## src/rtl/rr_arb_pkg.sv

```systemverilog
// Shared types and width helpers for the round-robin burst arbiter.
package rr_arb_pkg;

  typedef enum logic [1:0] {
    IDLE  = 2'd0,
    GRANT = 2'd1,
    XFER  = 2'd2,
    DRAIN = 2'd3
  } arb_state_e;

  // Ceiling log2; clog2(1) = 0, callers clamp where a zero width is illegal.
  function automatic int clog2(input int v);
    int r;
    r = 0;
    while ((1 << r) < v) r = r + 1;
    return r;
  endfunction

endpackage

```

## src/rtl/rr_burst_arbiter_pick.sv

```systemverilog
// Round-robin winner select: first requester at or after ptr, wrapping
// NUM-1 -> 0. The request vector is doubled so the wrap becomes a plain
// lowest-set-bit search over bits at or above ptr.
module rr_pick #(
  parameter int NUM  = 4,
  parameter int CH_W = 2
) (
  input  logic [NUM-1:0]  req,
  input  logic [CH_W-1:0] ptr,
  output logic [NUM-1:0]  win_oh,
  output logic [CH_W-1:0] win_idx,
  output logic            any
);

  logic [2*NUM-1:0] dbl;
  logic [2*NUM-1:0] masked;
  int               hit;

  // Mask off bits below the pointer, then priority-encode the lowest survivor.
  always_comb begin
    dbl    = {req, req};
    masked = '0;
    hit    = 0;
    for (int i = 0; i < 2*NUM; i++)
      masked[i] = dbl[i] & (i >= int'(ptr));
    for (int i = 2*NUM-1; i >= 0; i--)
      if (masked[i]) hit = i;
    win_idx = (hit >= NUM) ? CH_W'(hit - NUM) : CH_W'(hit);
    any     = |req;
    win_oh  = '0;
    if (any) win_oh[win_idx] = 1'b1;
  end

endmodule

```

## src/rtl/rr_burst_arbiter.sv

```systemverilog
// N-channel round-robin burst arbiter. Grants one channel at a time,
// forwards its i_en-framed burst through a two-stage output path (one
// stage of lookahead so o_last lands on the final beat), caps bursts at
// MAX_BURST and revokes grants that never start within GRANT_TIMEOUT.
module rr_burst_arbiter
  import rr_arb_pkg::*;
#(
  parameter int NUM           = 4,
  parameter int DATA_WIDTH    = 32,
  parameter int MAX_BURST     = 256,
  parameter int GRANT_TIMEOUT = 16,
  localparam int CH_W = (clog2(NUM) < 1) ? 1 : clog2(NUM),
  localparam int BC_W = clog2(MAX_BURST + 1),
  localparam int TO_W = clog2(GRANT_TIMEOUT + 1)
) (
  input  logic                      sys_clk,
  input  logic                      sys_rstn,
  input  logic [NUM-1:0]            i_req,
  output logic [NUM-1:0]            o_grant,
  input  logic [NUM-1:0]            i_en,
  input  logic [NUM*DATA_WIDTH-1:0] i_data,
  output logic                      o_valid,
  output logic [DATA_WIDTH-1:0]     o_data,
  output logic [CH_W-1:0]           o_chan,
  output logic                      o_last,
  output logic                      o_trunc,
  output logic                      o_timeout
);

  // A one-beat cap means the very first beat already ends the burst.
  localparam logic CAP_ONE = (MAX_BURST == 1);

  arb_state_e state;

  logic [CH_W-1:0] ptr;
  logic [CH_W-1:0] gidx;
  logic [CH_W-1:0] ptr_nxt;
  logic [BC_W-1:0] bcnt;
  logic [BC_W-1:0] bcnt_inc;
  logic [TO_W-1:0] tcnt;
  logic [TO_W-1:0] tcnt_inc;

  // Lookahead stage: holds the newest beat until we know whether it is last.
  logic                  s1_vld;
  logic                  s1_trunc;
  logic [DATA_WIDTH-1:0] s1_data;

  logic [NUM-1:0][DATA_WIDTH-1:0] lane_data;
  logic                  en_g;
  logic                  req_g;
  logic [DATA_WIDTH-1:0] data_g;

  logic [NUM-1:0]  pick_oh;
  logic [CH_W-1:0] pick_idx;
  logic            pick_any;

  rr_pick #(
    .NUM  (NUM),
    .CH_W (CH_W)
  ) u_pick (
    .req     (i_req),
    .ptr     (ptr),
    .win_oh  (pick_oh),
    .win_idx (pick_idx),
    .any     (pick_any)
  );

  // Only the granted lane is ever looked at; other lanes never reach the output.
  always_comb begin
    lane_data = i_data;
    en_g      = i_en[gidx];
    req_g     = i_req[gidx];
    data_g    = lane_data[gidx];
    ptr_nxt   = (gidx == CH_W'(NUM - 1)) ? '0 : gidx + 1'b1;
    bcnt_inc  = bcnt + 1'b1;
    tcnt_inc  = tcnt + 1'b1;
  end

  // Arbitration FSM with registered grant and output stream.
  always_ff @(posedge sys_clk or negedge sys_rstn) begin
    if (!sys_rstn) begin
      state     <= IDLE;
      ptr       <= '0;
      gidx      <= '0;
      bcnt      <= '0;
      tcnt      <= '0;
      s1_vld    <= 1'b0;
      s1_trunc  <= 1'b0;
      s1_data   <= '0;
      o_grant   <= '0;
      o_valid   <= 1'b0;
      o_data    <= '0;
      o_chan    <= '0;
      o_last    <= 1'b0;
      o_trunc   <= 1'b0;
      o_timeout <= 1'b0;
    end else begin
      o_valid   <= 1'b0;
      o_data    <= '0;
      o_chan    <= '0;
      o_last    <= 1'b0;
      o_trunc   <= 1'b0;
      o_timeout <= 1'b0;
      case (state)
        IDLE: begin
          if (pick_any) begin
            o_grant <= pick_oh;
            gidx    <= pick_idx;
            bcnt    <= '0;
            tcnt    <= '0;
            state   <= GRANT;
          end
        end
        GRANT: begin
          if (en_g) begin
            s1_vld  <= 1'b1;
            s1_data <= data_g;
            bcnt    <= BC_W'(1);
            if (CAP_ONE) begin
              s1_trunc <= 1'b1;
              o_grant  <= '0;
              ptr      <= ptr_nxt;
              state    <= DRAIN;
            end else begin
              s1_trunc <= 1'b0;
              state    <= XFER;
            end
          end else if (!req_g) begin
            // Requester gave up before its first beat: quiet release.
            o_grant <= '0;
            ptr     <= ptr_nxt;
            state   <= IDLE;
          end else if (tcnt_inc == TO_W'(GRANT_TIMEOUT)) begin
            o_grant   <= '0;
            o_timeout <= 1'b1;
            ptr       <= ptr_nxt;
            state     <= IDLE;
          end else begin
            tcnt <= tcnt_inc;
          end
        end
        XFER: begin
          // The held beat goes out now; its last flag depends on this cycle's i_en.
          o_valid <= 1'b1;
          o_data  <= s1_data;
          o_chan  <= gidx;
          if (en_g) begin
            s1_data <= data_g;
            bcnt    <= bcnt_inc;
            if (bcnt_inc == BC_W'(MAX_BURST)) begin
              s1_trunc <= 1'b1;
              o_grant  <= '0;
              ptr      <= ptr_nxt;
              state    <= DRAIN;
            end
          end else begin
            o_last  <= 1'b1;
            s1_vld  <= 1'b0;
            o_grant <= '0;
            ptr     <= ptr_nxt;
            state   <= DRAIN;
          end
        end
        DRAIN: begin
          // Only a capped burst still has its final beat in the lookahead stage.
          if (s1_vld) begin
            o_valid <= 1'b1;
            o_data  <= s1_data;
            o_chan  <= gidx;
            o_last  <= 1'b1;
            o_trunc <= s1_trunc;
          end
          s1_vld   <= 1'b0;
          s1_trunc <= 1'b0;
          state    <= IDLE;
        end
        default: state <= IDLE;
      endcase
    end
  end

endmodule

```

## config.mk

```make
export PLATFORM = sky130hd
export DESIGN_NAME = rr_burst_arbiter
export DESIGN_NICKNAME = d
export VERILOG_FILES = /design/src/rtl/rr_arb_pkg.sv /design/src/rtl/rr_burst_arbiter_pick.sv /design/src/rtl/rr_burst_arbiter.sv
export SDC_FILE = /design/constraint.sdc
export NUM_CORES = 1
export LEC_CHECK = 0
export ABC_AREA = 1
export ABC_CLOCK_PERIOD_IN_PS = 2600
export CAP_MARGIN = 25
export CELL_PAD_IN_SITES_DETAIL_PLACEMENT = 1
export CELL_PAD_IN_SITES_GLOBAL_PLACEMENT = 2
export CORE_AREA = 2 2 140 142
export CTS_CLUSTER_SIZE = 10
export DETAILED_ROUTE_END_ITERATION = 10
export DIE_AREA = 0 0 142 144
export PLACE_DENSITY_LB_ADDON = 0.1
export SYNTH_ARGS = -nofsm -noshare
export SYNTH_HDL_FRONTEND = slang
export SYNTH_SLANG_ARGS = --single-unit
```

## constraint.sdc

```tcl
create_clock -name sys_clk -period 2.6 [get_ports sys_clk]
set_input_delay 0.52 -clock sys_clk [delete_from_list [all_inputs] [get_ports sys_clk]]
set_output_delay 0.52 -clock sys_clk [all_outputs]
set_load 0.005 [all_outputs]
```

# [After elaboration in Yosys (flattened, before gate mapping)]
# Cells that the tools add are included.
[word_totals] inputBits=138 elab_cells=130 ff_bits=96
[classes] bitwise_logic=3 add_sub_neg=4 eq_ne=17 mux=67 order_cmp=7 n_reduce_logical=17
[op_table] operator="$mux W32" n=8
[op_table] operator="$bmux W32 S2" n=1
[op_table] operator="$pmux W32 S2" n=1
[op_table] operator="$ge A32 B4 Y1 const B" n=1
[op_table] operator="$mux W2" n=14
[op_table] operator="$mux W9" n=3
[op_table] operator="$pmux W9 S3" n=1
[op_table] operator="$mux W4" n=6
[op_table] operator="$mux W5" n=4
[op_table] operator="$mux W1" n=16
[op_table] operator="$ne A2 B2 Y1 const B" n=8
[op_table] operator="$pmux W4 S3" n=1
[op_table] operator="$reduce_and A4 Y1" n=3
[op_table] operator="$pmux W5 S2" n=1
[op_table] operator="$reduce_and A5 Y1" n=2
[op_table] operator="$add A9 B1 Y9 const B" n=1
[op_table] operator="$eq A9 B9 Y1 const B" n=1
[op_table] operator="$pmux W2 S2" n=2
[op_table] operator="$pmux W2 S4" n=1
[op_table] operator="$eq A2 B2 Y1 const B" n=3
[op_table] operator="$lt A2 B3 Y1 const B" n=2
[op_table] operator="$ne A3 B3 Y1 const B" n=2
[op_table] operator="$pmux W1 S3" n=2
[op_table] operator="$reduce_and A3 Y1" n=2
[op_table] operator="other kinds (21)" n=29

# [Logic depth before layout (Yosys ltp)]
[logic_depth] word_depth=15 depth_mapped=12 depth_no_buf=12

# [By module]
# From an unflattened synthesis, not the netlist that was laid out.
[hier_totals] cells_unflattened=658 area_unflattened_um2=5022.3
[by_module_without_submodules] module="rr_burst_arbiter" area_per_inst_um2=4901.0 instances=1 cells_each=631
[by_module_without_submodules] module="rr_pick" area_per_inst_um2=121.4 instances=1 cells_each=27

# [Worst setup path after synthesis]
# Ideal clock, no wire load.
[synth_timing] path_kind="reg-to-reg" from="register state[0]" to="register bcnt[8]" setup_ps=95 t_required_ps=2505 stages_incl_launch_ff=10 setup_slack_ps=991 arrival_ps=1514 path_buffers=2 path_cell_list="dfrtp_1 -> inv_1 -> ha_1 -> clkbuf_2 -> nor2_1 -> inv_1 -> nand2_2 -> nand3_2 -> buf_6 -> o31ai_1"
[synth_between] elab_chain_cells=3 word_cells_on_any_way=9 classes_between="5 x eq/ne; 1 x mux; 3 x reduce/logical"
[synth_rtl] element="start, declared" line_no="rr_burst_arbiter.sv:33" rtl="arb_state_e state;"
[synth_rtl] element="start signal, assigned" line_no="rr_burst_arbiter.sv:82" rtl="state <= IDLE;"
[synth_rtl] element="start signal, assigned" line_no="rr_burst_arbiter.sv:111" rtl="state <= GRANT;"
[synth_rtl] element="start signal, assigned" line_no="rr_burst_arbiter.sv:123" rtl="state <= DRAIN;"
[synth_rtl] element="$eq A2 B1 Y1, or another cell as far along" line_no="rr_burst_arbiter.sv:104" rtl="case (state)"
[synth_rtl] element="$ne A2 B2 Y1 (no source line) / $reduce_bool A3 Y1 (equally long branches)"
[synth_rtl] element="$reduce_and A4 Y1 (no source line)"
[synth_rtl] element="end signal, assigned" line_no="rr_burst_arbiter.sv:149" rtl="bcnt <= bcnt_inc;"
[synth_rtl] element="end, declared" line_no="rr_burst_arbiter.sv:38" rtl="logic [BC_W-1:0] bcnt;"
# Parallel ways exist; a longest one is shown, timed or not.
# A chain may end at the register's enable or synchronous reset.

# [Worst setup path in the final report]
[layout_timing] from="register state[0]" to="register bcnt[4]"
# The elaborated chain is that of the path after synthesis.

==> metrics.csv <==
metric,value,unit
register area share after synthesis,47.7,%
placed cells,1035,
Die ar.,0.0204,sq mm
Syn Nets,787,
Slew headroom,62.9,%
fin crit share,78.8,%
row count,51,
Post-Synth Adder-Cell Area,2.23,%
Post-CTS Resized,0,
GRT overflow,0,
clk buf depth,2,
Die Wd,142,microns
fin util,38.8,%
worst skew pair latency,0.35,ns
Routed Antenna Nets,0,
largest cells by area after synthesis,"dfrtp_1 48%, o21ai_0 11%, nor2_1 8.6%",
clock transition at the registers of the reported paths,0.07,ns
Initial Util,26.4,%
share of cells above drive strength 1,7.87,%
status,completed,
routed vias/inst,4.75,
multiplexer area fraction after synthesis,0,%
Compound-Gate Fraction of Synth Area,17.7,%
detailed-route DRC error count,0,
GP Congestion,0.804,
WHS,0.143,ns
CP required,2.86,ns
fin area,0.00740,sq mm
crit path DAT,2.30,ns
synthesized flop and latch total,96,
antenna diode count,0,
CTS tree,yes,
DRT iter0 DRCs,162,
Setup TNS Final,0,ns
fill cell count,2263,
worst-margin pin slew,0.557,ns
fin. max-slew vios,0,
H-Tree Depth,3,
first-pass GRT wire length,27.8,mm
reg-to-reg setup timing slack,0.55,ns
Power Density,974,mW/mm^2
Synth Area in Simple Gates,23.8,%
"Hold Vio Cnt, Final",0,
YS warnings,0,
final layout net count,955,
Max Cap Violations,0,
crit path max fanout,11,
setup slack after layout,0.552,ns
initial antenna violation count,0,
Hold Crit Class,in -> async,
CTS Sinks,96,
worst clock skew,0.00536,ns
maximum VDD drop,0.000414,V
Setup WS pre-CTS,0.408,ns
TritonCTS Buffers,9,
Avg WL per Cell,16.2,microns
GRT Util Overall,17.5,%
xor/xnor cell area share of the yosys netlist,0.174,%
DRT Pass-1 Iters,4,
die height,144,microns
Multi-input gate area,0.00221,sq mm
Layout area overhead,46.8,%
fin crit period,2.05,ns
Root Buffer,clkbuf_16,
Final HPWL DP,12.8,mm
RSZ-0062 raised after global routing,no,
CP Launch Type,register,
Synth Instances,640,
largest family of logic cells by synthesized area,simple AND/OR/NAND/NOR gates,
endpoints failing setup,0,
post-synth top area share,47.7,%
number of setup buffers added after CTS,0,
Unique masters post-synth,36,
Setup CP Type,reg -> reg,
vias in the first global route,5427,
Top-Level Pins,180,
element type at the critical path end,register,
final WL,17.0,mm
register area,0.00240,sq mm
"area leader, netlist",dfrtp_1,
Finished Layout Cells,1051,
routed vias,4987,
synthesized area,0.00504,sq mm
max frequency,488,MHz
cts hold-fix bufs,0,
Mean Syn Cell Area,7.87,sq um
largest net degree at the start of global routing,65,
PortBufs,179,
CORE AREA,0.0191,sq mm
placed inst area,0.00708,sq mm
Pleak,3.25,nW
total power,7.20,mW
[layout by cell type (no fill, tap or decap), types with 4 or more instances in the layout]
cell,synthesis,final
a21oi_1,5,5
ha_1,9,9
nand2_1,104,104
nor2_1,115,115
dfrtp_1,96,95
buf_4,1,10
nand4_1,5,5
inv_2,4,4
clkbuf_16,0,9
o22ai_1,32,32
o21ai_1,12,12
nand2_2,6,6
inv_1,63,63
nor2_2,4,4
o21ai_0,106,106
nand3_1,14,14
clkdlybuf4s50_1,0,178
nand3_2,7,7
o21ai_2,4,4
[kinds of logic after synthesis]
group,Yosys count
fa+ha+maj,9
flops,96
buf+inv,103
simple gates,267
xor+xnor,1
compound gates,164
[worst max-delay path, stage by stage (launching register included)]
cell and delay, ns:
dfrtp_1 0.51, inv_1 0.12, ha_1 0.35, nor2_1 0.15, inv_1 0.13, nand2_2 0.10
nand3_2 0.21, inv_2 0.19, nand3_1 0.08, o21ai_0 0.11
[state kept, by name, indices dropped and copies added, names as in the netlist, named ones only]
name and count:
s1_vld 1, o_trunc 1, gidx 2, s1_data 32, o_grant 4, o_valid 1
bcnt 9, tcnt 5, o_data 32, state 1, o_timeout 1, o_last 1
ptr 2, s1_trunc 1, o_chan 2
[layer usage]
layer  vias up  wire length [microns]  share of wire, %  global-route usage [%]
met4         0                    328               1.9                    6.37
li1       2414                      -                 -                       -
met3        17                   1070               6.3                    5.00
met5         -                      0                 0                       0
met2       104                   8430                50                    30.8
met1      2452                   7170                42                    20.4
[cell usage after synthesis]
cell type  number
buf_2           9
clkbuf_1       18
nand2_1       104
xor2_1          1
nand4_1         5
inv_1          63
inv_2           4
dfrtp_1        96
or2_1           1
nand3_4         2
o21ai_1        12
buf_1           1
nand3_1        14
nor2_4          2
o22ai_1        32
clkinv_1        2
nor2_8          1
o21bai_2        1
a21oi_1         5
buf_6           2
nor2_2          4
nand3_2         7
nand3b_1        3
nand2_2         6
buf_4           1
o21ai_0       106
clkbuf_2        2
o21ai_2         4
ha_1            9
or2_2           1
nand2_8         1
nand2_4         1
o31ai_1         3
o2111ai_1       1
inv_4           1
nor2_1        115
[power breakdown]
group	total, mW	leakage [nW]	switching [mW]	internal, mW
Combinational	3.60	1.83	2.24	1.36
Sequential	2.20	1.26	0.214	1.99
Clock	1.40	0.155	0.576	0.824
[final cells by class]
type | count | share of cell area (%)
inverters | 70 | 3.59
multi-input cells | 441 | 29.9
clock inverters | 4 | 0.694
well taps | 238 | 4.03
clock buffers | 12 | 3.60
repair buffers | 190 | 25.6
flip-flops and latches | 96 | 32.5
[final timing paths]
| path | start | end | cells after the start |
|---|---|---|---|
| min in group sys_clk | s1_data[11]$_DFFE_PN0P_ | o_data[11]$_DFF_PN0_ | 2 |
| worst max register to register | state[0]$_DFFE_PN0P_ | bcnt[4]$_DFFE_PN0P_ | 9 |
| max in group asynchronous | sys_rstn | gidx[0]$_DFFE_PN0P_ | 2 |
| worst min register to register | s1_data[11]$_DFFE_PN0P_ | o_data[11]$_DFF_PN0_ | 2 |
| worst min-delay path | sys_rstn | o_data[9]$_DFF_PN0_ | 1 |
| worst max-delay path | state[0]$_DFFE_PN0P_ | bcnt[4]$_DFFE_PN0P_ | 9 |
Note: power is estimated with default switching activity, not from simulation.
